==> src/rtl/adpll_loop_pkg.sv <==
// Shared types and defaults for the ADPLL loop-gain scheduler.
//   gear_t        : gain gear reported on gear_o
//   sched_state_t : scheduler FSM states
//   abs_sat()     : magnitude of a signed error. The most negative code
//                   saturates to the largest positive code.
package adpll_loop_pkg;

  localparam int ERROR_WIDTH = 8;
  localparam int KP_WIDTH    = 5;
  localparam int KI_WIDTH    = 11;

  typedef enum logic [1:0] {
    GEAR_ACQ = 2'd0,
    GEAR_TRK = 2'd1,
    GEAR_FIN = 2'd2
  } gear_t;

  typedef enum logic [1:0] {
    IDLE  = 2'd0,
    ACQ   = 2'd1,
    TRACK = 2'd2,
    FINE  = 2'd3
  } sched_state_t;

  function automatic int abs_sat(input int err, input int width);
    int mag;
    int lim;
    lim = (1 << (width - 1)) - 1;
    mag = (err < 0) ? -err : err;
    if (mag > lim) mag = lim;
    return mag;
  endfunction

endpackage

==> src/rtl/loop_gain_scheduler_run_counter.sv <==
// run_counter: saturating counter of consecutive events.
//   clk, reset : clock and synchronous active-high reset
//   inc        : one more event in the run
//   clr        : run broken; has priority over inc
//   done       : this cycle's inc brings the run to TARGET. The owner is
//                expected to assert clr in the same cycle to start a new run.
module run_counter #(
  parameter int TARGET = 8
) (
  input  logic clk,
  input  logic reset,
  input  logic inc,
  input  logic clr,
  output logic done
);

  localparam int W = $clog2(TARGET + 1);

  logic [W-1:0] count;

  assign done = inc && (count == W'(TARGET - 1));

  always_ff @(posedge clk) begin
    if (reset || clr) begin
      count <= '0;
    end else if (inc && (count != W'(TARGET))) begin
      count <= count + W'(1);
    end
  end

endmodule

==> src/rtl/loop_gain_scheduler.sv <==
// loop_gain_scheduler: selects the ADPLL loop filter gains through three
// gears. ACQ is wide, TRACK is medium and FINE is narrow. The block steps
// down one gear after a run of small phase errors. It falls back to ACQ
// after a run of large phase errors.
//   gen_clk_i, reset_i : clock and synchronous active-high reset
//   enable_i           : run; when low the block sits in IDLE with ACQ gains
//   force_reacq_i      : restart in ACQ
//   error_valid_i      : error_i holds a new sample
//   error_i            : signed phase error from the detector
//   kp_o, ki_o         : gains to the loop filter
//   gear_o             : 0 = ACQ/IDLE, 1 = TRACK, 2 = FINE
//   gear_change_o      : one-cycle pulse whenever gear_o changes
//   locked_o           : high while in FINE
//   timeout_o          : sticky ACQ timeout
// Optional feature: LOOP_GAIN_SCHED_TIMEOUT_EN adds an ACQ sample counter
// that drives timeout_o. When the macro is undefined, timeout_o is tied 0.
//
// state | meaning
// IDLE  | disabled, ACQ gains loaded, waiting for enable_i
// ACQ   | wide gains, counting good samples toward TRACK
// TRACK | medium gains, good run -> FINE, bad run -> ACQ
// FINE  | narrow gains, locked, bad run -> ACQ
module loop_gain_scheduler
  import adpll_loop_pkg::*;
#(
  parameter int ERROR_WIDTH   = adpll_loop_pkg::ERROR_WIDTH,
  parameter int KP_WIDTH      = adpll_loop_pkg::KP_WIDTH,
  parameter int KI_WIDTH      = adpll_loop_pkg::KI_WIDTH,
  parameter int KP_ACQ        = 8,
  parameter int KI_ACQ        = 16,
  parameter int KP_TRK        = 4,
  parameter int KI_TRK        = 4,
  parameter int KP_FIN        = 1,
  parameter int KI_FIN        = 1,
  parameter int LOCK_THRESH   = 4,
  parameter int UNLOCK_THRESH = 16,
  parameter int LOCK_COUNT    = 8,
  parameter int UNLOCK_COUNT  = 2,
  parameter int ACQ_TIMEOUT   = 1024
) (
  input  logic                          gen_clk_i,
  input  logic                          reset_i,
  input  logic                          enable_i,
  input  logic                          force_reacq_i,
  input  logic                          error_valid_i,
  input  logic signed [ERROR_WIDTH-1:0] error_i,
  output logic        [KP_WIDTH-1:0]    kp_o,
  output logic        [KI_WIDTH-1:0]    ki_o,
  output logic        [1:0]             gear_o,
  output logic                          gear_change_o,
  output logic                          locked_o,
  output logic                          timeout_o
);

  if (UNLOCK_THRESH <= LOCK_THRESH || LOCK_COUNT < 1 || UNLOCK_COUNT < 1 ||
      ACQ_TIMEOUT < 1) begin : g_bad_params
    $error("loop_gain_scheduler: inconsistent parameters");
  end

  localparam logic [KP_WIDTH-1:0] KP_A = KP_WIDTH'(KP_ACQ);
  localparam logic [KI_WIDTH-1:0] KI_A = KI_WIDTH'(KI_ACQ);
  localparam logic [KP_WIDTH-1:0] KP_T = KP_WIDTH'(KP_TRK);
  localparam logic [KI_WIDTH-1:0] KI_T = KI_WIDTH'(KI_TRK);
  localparam logic [KP_WIDTH-1:0] KP_F = KP_WIDTH'(KP_FIN);
  localparam logic [KI_WIDTH-1:0] KI_F = KI_WIDTH'(KI_FIN);

  sched_state_t            state;
  gear_t                   gear_q;
  logic [ERROR_WIDTH-1:0]  abs_err;
  logic                    is_good, is_bad, proc;
  logic                    good_en, bad_en;
  logic                    good_inc, good_clr, good_done;
  logic                    bad_inc, bad_clr, bad_done;
  logic                    tmo_hit;

  assign abs_err = ERROR_WIDTH'(abs_sat(int'(error_i), ERROR_WIDTH));
  assign is_good = abs_err <= ERROR_WIDTH'(LOCK_THRESH);
  assign is_bad  = abs_err >  ERROR_WIDTH'(UNLOCK_THRESH);

  // Samples are processed only when neither enable_i=0 nor force_reacq_i
  // overrides the cycle.
  assign proc    = enable_i && !force_reacq_i;
  assign good_en = (state == ACQ) || (state == TRACK);
  assign bad_en  = (state == TRACK) || (state == FINE);

  // A mid-range sample is neither good nor bad, so it breaks both runs.
  // Any gear move restarts both runs.
  assign good_inc = proc && good_en && error_valid_i && is_good;
  assign good_clr = !proc || !good_en || (error_valid_i && !is_good) ||
                    good_done || bad_done || tmo_hit;
  assign bad_inc  = proc && bad_en && error_valid_i && is_bad;
  assign bad_clr  = !proc || !bad_en || (error_valid_i && !is_bad) ||
                    good_done || bad_done;

  run_counter #(.TARGET(LOCK_COUNT)) u_good (
    .clk   (gen_clk_i),
    .reset (reset_i),
    .inc   (good_inc),
    .clr   (good_clr),
    .done  (good_done)
  );

  run_counter #(.TARGET(UNLOCK_COUNT)) u_bad (
    .clk   (gen_clk_i),
    .reset (reset_i),
    .inc   (bad_inc),
    .clr   (bad_clr),
    .done  (bad_done)
  );

`ifdef LOOP_GAIN_SCHED_TIMEOUT_EN
  localparam int TW = $clog2(ACQ_TIMEOUT + 1);
  logic [TW-1:0] acq_cnt;
  logic          acq_inc;

  assign acq_inc = proc && (state == ACQ) && error_valid_i;
  // A gear step on the same sample wins over the timeout.
  assign tmo_hit = acq_inc && !good_done && (acq_cnt == TW'(ACQ_TIMEOUT - 1));

  always_ff @(posedge gen_clk_i) begin
    if (reset_i || !proc || (state != ACQ) || good_done || tmo_hit) begin
      acq_cnt <= '0;
    end else if (acq_inc) begin
      acq_cnt <= acq_cnt + TW'(1);
    end
  end
`else
  assign tmo_hit   = 1'b0;
  assign timeout_o = 1'b0;
`endif

  assign gear_o = gear_q;

  always_ff @(posedge gen_clk_i) begin
    if (reset_i) begin
      state         <= IDLE;
      gear_q        <= GEAR_ACQ;
      kp_o          <= KP_A;
      ki_o          <= KI_A;
      gear_change_o <= 1'b0;
      locked_o      <= 1'b0;
`ifdef LOOP_GAIN_SCHED_TIMEOUT_EN
      timeout_o     <= 1'b0;
`endif
    end else begin
      gear_change_o <= 1'b0;
      if (!enable_i || force_reacq_i) begin
        state         <= enable_i ? ACQ : IDLE;
        gear_q        <= GEAR_ACQ;
        kp_o          <= KP_A;
        ki_o          <= KI_A;
        locked_o      <= 1'b0;
        // Pulse only if the gear actually moves. A restart from IDLE or
        // from ACQ leaves the gear at 0.
        gear_change_o <= (gear_q != GEAR_ACQ);
`ifdef LOOP_GAIN_SCHED_TIMEOUT_EN
        if (!enable_i) timeout_o <= 1'b0;
`endif
      end else begin
        case (state)
          IDLE: state <= ACQ;
          ACQ: begin
            if (good_done) begin
              state         <= TRACK;
              gear_q        <= GEAR_TRK;
              kp_o          <= KP_T;
              ki_o          <= KI_T;
              gear_change_o <= 1'b1;
`ifdef LOOP_GAIN_SCHED_TIMEOUT_EN
              timeout_o     <= 1'b0;
            end else if (tmo_hit) begin
              timeout_o     <= 1'b1;
`endif
            end
          end
          TRACK: begin
            if (good_done) begin
              state         <= FINE;
              gear_q        <= GEAR_FIN;
              kp_o          <= KP_F;
              ki_o          <= KI_F;
              gear_change_o <= 1'b1;
              locked_o      <= 1'b1;
            end else if (bad_done) begin
              state         <= ACQ;
              gear_q        <= GEAR_ACQ;
              kp_o          <= KP_A;
              ki_o          <= KI_A;
              gear_change_o <= 1'b1;
            end
          end
          FINE: begin
            if (bad_done) begin
              state         <= ACQ;
              gear_q        <= GEAR_ACQ;
              kp_o          <= KP_A;
              ki_o          <= KI_A;
              gear_change_o <= 1'b1;
              locked_o      <= 1'b0;
            end
          end
          default: state <= IDLE;
        endcase
      end
    end
  end

endmodule

==> config.mk <==
export PLATFORM = sky130hd
export DESIGN_NAME = loop_gain_scheduler
export DESIGN_NICKNAME = d
export VERILOG_FILES = /design/src/rtl/adpll_loop_pkg.sv /design/src/rtl/loop_gain_scheduler_run_counter.sv /design/src/rtl/loop_gain_scheduler.sv
export SDC_FILE = /design/constraint.sdc
export NUM_CORES = 1
export LEC_CHECK = 0
export ABC_CLOCK_PERIOD_IN_PS = 4400
export BUFFER_PORTS_ARGS = -buffer_cell sky130_fd_sc_hd__clkbuf_2
export CAP_MARGIN = 25
export CORE_MARGIN = 5
export CORE_UTILIZATION = 58
export DETAILED_ROUTE_END_ITERATION = 6
export PLACE_DENSITY = 0.95
export SLEW_MARGIN = 20
export SYNTH_ARGS = -nofsm -noshare
export SYNTH_HDL_FRONTEND = slang
export SYNTH_SLANG_ARGS = --single-unit
==> constraint.sdc <==
create_clock -name gen_clk_i -period 4.4 [get_ports gen_clk_i]
set_input_delay 0.44 -clock gen_clk_i [delete_from_list [all_inputs] [get_ports gen_clk_i]]
set_output_delay 0.44 -clock gen_clk_i [all_outputs]
set_load 0.02 [all_outputs]
After elaboration in Yosys (flattened, before gate mapping)
Cells that the tools add are included.
Widths: inputs -> output; s select.
{ "word_totals": {"ff_bits": 28, "wordCells": 94, "input_bits": 13} }
{ "classes": {"n_lt_le_gt_ge": 4, "addsub": 3, "eq_ne": 11, "reduce_logical": 40, "muxes": 28} }
{ "op_table": {"columns": ["op", "n"], "rows": [
  ["$mux 11", 3],
  ["$pmux 11 s3", 1],
  ["$gt 32x8->1 const B", 1],
  ["$mux 32", 1],
  ["$neg 8->32", 1],
  ["$mux 5", 3],
  ["$pmux 5 s3", 1],
  ["$mux 2", 7],
  ["$logic_and 1x1->1", 13],
  ["$logic_or 1x1->1", 13],
  ["$gt 8x5->1 const B", 1],
  ["$le 8x3->1 const B", 1],
  ["$lt 8x1->1 const B", 1],
  ["$mux 8", 1],
  ["$ne 2x2->1 const B", 4],
  ["$pmux 2 s4", 1],
  ["$logic_not 1->1", 7],
  ["$mux 1", 7],
  ["$pmux 2 s3", 1],
  ["$add 4x1->4 const B", 1],
  ["$eq 2x1->1 const B", 2],
  ["$eq 2x2->1 const B", 2],
  ["$eq 4x3->1 const B", 1],
  ["$ne 4x4->1 const B", 1],
  ["10 further kinds", 11]
]} }

Longest topological paths before layout
{ "logic_depth": {"word_depth": 11, "depth_mapped": 8, "depth_no_buf": 8} }

Hierarchy
From an unflattened synthesis, not the netlist that was laid out.
{ "hier_totals": {"hier_cells": 178, "area_unflattened_um2": 1521.5} }
{ "modules_own_cells": {"columns": ["mod", "area_per_inst_um2", "cells_each", "instances", "seq_area_each_um2"], "rows": [
  ["loop_gain_scheduler", 1172.4, 141, 1, 440.4],
  ["run_counter at u_good", 220.2, 25, 1, 80.1],
  ["run_counter at u_bad", 128.9, 12, 1, 40.0]
]} }

Worst setup path after synthesis
OpenSTA, ideal clock, no wires.
{ "synth_timing": {"path_type": "input -> register", "startpoint": "input port error_i[2]", "endpoint": "register ki_o[4]", "t_required_ps": 4280, "setup_ps": 120, "n_path_buf": 1, "setup_slack_ps": 2112, "arrival_ps": 2168, "cell_stages": 7, "cell_sequence": "buf_2 -> or4_4 -> o31a_1 -> nand2_2 -> nand2_1 -> a2111o_1 -> o31a_1"} }
{ "synth_via": {"elab_chain_cells": 10, "word_cells_on_any_way": 16, "classes_between": "add/sub (1); order compare (4); eq/ne (1); mux (5); reduce/logical (5)"} }
{ "synth_rtl": {"columns": ["item", "line_no", "rtl"], "rows": [
  ["start, declared", "loop_gain_scheduler.sv:46", "input logic signed [ERROR_WIDTH-1:0] error_i,"],
  ["$neg 8->32 / $lt 8x1->1 (equally long branches)", "adpll_loop_pkg.sv:29", "mag = (err < 0) ? -err : err;"],
  ["$mux 32 *", "adpll_loop_pkg.sv:29", null],
  ["$gt 32x8->1", "adpll_loop_pkg.sv:30", "if (mag > lim) mag = lim;"],
  ["$mux 8 *", "adpll_loop_pkg.sv:30", null],
  ["$gt 8x5->1", "loop_gain_scheduler.sv:78", "assign is_bad = abs_err > ERROR_WIDTH'(UNLOCK_THRESH);"],
  ["$logic_and 1x1->1", "loop_gain_scheduler.sv:91", "assign bad_inc = proc && bad_en && error_valid_i && is_bad;"],
  ["$logic_and 1x1->1", "loop_gain_scheduler_run_counter.sv:21", "assign done = inc && (count == W'(TARGET - 1));"],
  ["$mux 11", null, null],
  ["$mux 11", "loop_gain_scheduler.sv:177", "if (good_done) begin"],
  ["$pmux 11 s3", "loop_gain_scheduler.sv:160", "case (state)"],
  ["end signal, assigned", "loop_gain_scheduler.sv:167", "ki_o <= KI_T;"],
  ["end signal, assigned", "loop_gain_scheduler.sv:181", "ki_o <= KI_F;"],
  ["end signal, assigned", "loop_gain_scheduler.sv:188", "ki_o <= KI_A;"],
  ["end, declared", "loop_gain_scheduler.sv:48", "output logic [KI_WIDTH-1:0] ki_o,"]
]} }
Every way passes the cells marked *; elsewhere a longest branch is shown, timed or not.
A chain may end at the register's enable or synchronous reset.

Worst setup path after layout
{ "layout_timing": {"startpoint": "register state[0]", "endpoint": "register kp_o[3]"} }
{ "layout_via": {"elab_chain_cells": 9, "word_cells_on_any_way": 19, "classes_between": "eq/ne (4); mux (3); reduce/logical (12)"} }
{ "layout_rtl": {"columns": ["item", "line_no", "rtl"], "rows": [
  ["start, declared", "loop_gain_scheduler.sv:67", "sched_state_t state;"],
  ["start signal, assigned", "loop_gain_scheduler.sv:148", "state <= enable_i ? ACQ : IDLE;"],
  ["$eq 2x2->1 (on tied branches)", "loop_gain_scheduler.sv:83, loop_gain_scheduler.sv:84, loop_gain_scheduler.sv:160", null],
  ["$logic_or 1x1->1", "loop_gain_scheduler.sv:84", "assign bad_en = (state == TRACK) || (state == FINE);"],
  ["$logic_and 1x1->1 (3 in a row)", "loop_gain_scheduler.sv:91", null],
  ["$logic_and 1x1->1", "loop_gain_scheduler_run_counter.sv:21", null],
  ["$mux 5", null, null],
  ["$mux 5", "loop_gain_scheduler.sv:177", null],
  ["$pmux 5 s3", "loop_gain_scheduler.sv:160", null],
  ["end signal, assigned", "loop_gain_scheduler.sv:166", "kp_o <= KP_T;"],
  ["end signal, assigned", "loop_gain_scheduler.sv:180", "kp_o <= KP_F;"],
  ["end signal, assigned", "loop_gain_scheduler.sv:187", "kp_o <= KP_A;"],
  ["end, declared", "loop_gain_scheduler.sv:47", "output logic [KP_WIDTH-1:0] kp_o,"]
]} }
Several ways; a longest one is shown, not always the timed one.

==> flow_summary.json <==
{
  "synth_cell_type_count": 56,
  "cts-root-buf": "clkbuf_4",
  "tightest_slew_ps": 565.9,
  "synth_xor_xnor_area_share_pct": 1.642,
  "synthMuxAreaShare_pct": 1.876,
  "yosys.area.top_type_share_pct": 35.03,
  "fp.dieW_um": 62.53,
  "port_buffers": 32,
  "tritoncts": "yes",
  "r2r_start": "state[0]$_SDFFE_PP0P_",
  "synth_seq_area_share_pct": 35.03,
  "crit_path_start": "state[0]$_SDFFE_PP0P_",
  "rsz0062_at_grt": "false",
  "fmax_mhz": 405.3,
  "async_flop_share_pct": 0,
  "via_count": 1448,
  "powerDensity_nw_per_um2": 265.7,
  "instances_no_fill": 240,
  "maxCapViolCount": 0,
  "hold_start": "reset_i",
  "initial_core_util_pct": 59.05,
  "cpMaxStageDelayCell": "dfxtp_1",
  "ioPinCount": 34,
  "ys_top_cells_by_count": "28 x dfxtp_1, 16 x inv_1, 10 x and2_1, 10 x nor2_1, 9 x ha_1",
  "n_antenna_cell": 0,
  "syn_area_per_cell_um2": 9.041,
  "dp_cells": 236,
  "synth_fa_ha_area_share_pct": 7.037,
  "overflow": 0,
  "p_leak_uw": 0.0007320,
  "finalNetCount": 232,
  "grt.total_usage_pct": 18.96,
  "cp.buffers_inverters": 1,
  "cts_max_level": 1,
  "hold_violations": 0,
  "yosysWarnings": 0,
  "synth-edff-count": 0,
  "crit_path_cell_trace": "inv_1, ha_1, nand4b_1, nor3_1, o2111a_1, nand2_1, a2111o_1, o31a_1",
  "irDropWorstVdd_mv": 0.2360,
  "place_congestion": 0.9264,
  "final.setup.tns_ps": 0,
  "grt_pass1_vias": 1466,
  "crit_type": "reg2reg",
  "hold_buffers": 0,
  "critPathArrivalTime_ps": 2700,
  "cts_buffers": 3,
  "totalWireLength_mm": 3.568,
  "drtIter0Drc": 83,
  "viasPerCell": 6.033,
  "cts_repair_resize_count": 0,
  "drv_slew": 0,
  "routedWlPerCell_um": 14.87,
  "antenna_found_initial": 0,
  "synth.largest_area_cell": "dfxtp_1",
  "grt_pass1_wl_mm": 6.292,
  "fin_crit_ps": 2467,
  "coreArea_um2": 2710,
  "die_area_um2": 3909,
  "yosys.area_share.simple_pct": 27.29,
  "syn_to_final_growth_pct": 14.46,
  "dr.pass1.iters": 4,
  "cts_buffer_depth": 2,
  "finalClockSkew_ps": 1.781,
  "grt_start_max_net_pins": 17,
  "drc_errors": 0,
  "status": "finished, final reports clean",
  "synthTopCellsByArea": "dfxtp_1 35%, ha_1 7.0%, and2_1 3.9%",
  "clkTransAtPathRegs_ps": 140,
  "cp-end-kind": "flip-flop",
  "startpoint_type": "flip-flop",
  "syn-num-nets": 199,
  "die_h_um": 62.53,
  "syn_inst": 177,
  "post_cts.repair.setup_buffers": 0,
  "clk_latency_ps": 330,
  "synth_top_family_by_area": "simple AND/OR/NAND/NOR gates",
  "cp.required_ps": 4630,
  "clock_sinks": 28,
  "synth.most_common_cell": "dfxtp_1",
  "synth_top_flop_cell": "dfxtp_1",
  "drive_above_1_share_pct": 23.44,
  "setup-violations-final": 0,
  "cp_top_family": "compound AO/OA/AOI/OAI gates",
  "syn_area_um2": 1600,
  "hp-class": "in2reg",
  "row_count": 19,
  "synth_compound_area_share_pct": 21.89,
  "crit_path_max_incr_delay_ps": 430,
  "ant_nets": 0,
  "ys_seq_elements": 28,
  "crit_fanout": 5,
  "finalCritPeriodShare_pct": 56.07,
  "hpwlAfterDp_mm": 2.707,
  "nFillCells": 223,
  "slew-limit-headroom_pct": 62.11
}
-- cell usage in the layout, fill, tap and decap left out, drive strengths merged, types with 2 or more instances in the layout --
cell    count
mux2i       3
nor4bb      2
dfxtp      28
ha          9
nand2       9
inv        16
nand2b      5
nand3       4
a31oi       5
o21a        4
a21o        3
nor2       10
and2       11
a211oi      2
o22ai       2
xnor2       2
or2         3
o21ai       7
clkbuf     35
nand3b      4
nor2b       2
a21oi       5
nor3b       3
o31a        4
nor3        4
nor4        3
and3        2
-- layout make-up --
| class | instances | area (um^2) | area share (%) |
|---|---|---|---|
| inverters | 16 | 60.06 | 3.279 |
| repair buffers | 32 | 160.2 | 8.743 |
| clock inverters | 1 | 30.03 | 1.639 |
| well taps | 31 | 38.79 | 2.117 |
| clock buffers | 3 | 22.52 | 1.230 |
| flip-flops and latches | 28 | 560.5 | 30.60 |
| multi-input cells | 129 | 959.7 | 52.39 |
-- worst register-to-register path, stage by stage, from the launching register on --
cell and delay, ps:
dfxtp_1 430, inv_1 90, ha_1 310, nand4b_1 250
nor3_1 270, o2111a_1 350, nand2_1 140, a2111o_1 410
o31a_1 120
-- per-layer routing --
metal  routed length (um)  track usage, %  vias to the layer above  share of wire (%)
met3                  248           3.058                       11                7.0
met4                   83           10.34                        0                2.3
li1                     -               -                      702                  -
met1                 1575           22.82                      672                 44
met2                 1660           31.87                       63                 47
met5                    0               0                        -                  0
-- where the power goes --
part           internal [uW]  switching [uW]  total (uW)
combinational           24.5            39.6        64.1
clock                   92.2            73.3         166
sequential               255            1.60         257
-- kinds of logic after synthesis --
family	count (synthesis)
other	1
adders and majority gates	9
DFF	28
muxes	3
and+or+nand+nor	69
buffers and inverters	20
AOI/OAI and AO/OA	44
xor gates and xnor gates	3
-- state kept, by name, indices dropped and copies added, names as in the netlist --
name,cells
ki_o,11
kp_o,5
u_good.count,4
gear_o,2
state,2
u_bad.count,2
gear_change_o,1
locked_o,1
-- stage by stage --
stage	cell area (um^2)	total power [uW]	hold slack [ps]	util, %	worst slack, ps
finish	1832	486.7	327.5	67.59	1933
global placement	1779	323.4	440.7	65.65	1833
global route	1832	513.8	324.4	67.59	1799
detailed placement	1779	324.9	447.2	65.65	1763
floorplan	1600	307.0	484.8	-	2112
CTS	1832	491.2	313.4	67.59	1947
-- worst paths after layout --
kind | cells after the start | slack [ps] | endpoint
setup / recovery | 8 | 1930 | kp_o[3]$_SDFFE_PP1P_
hold / removal | 2 | 330 | gear_change_o$_SDFF_PP0_
setup reg to reg | 8 | 1930 | kp_o[3]$_SDFFE_PP1P_
hold reg to reg | 1 | 480 | kp_o[1]$_SDFFE_PP0P_
(Power assumes the default switching activity.)
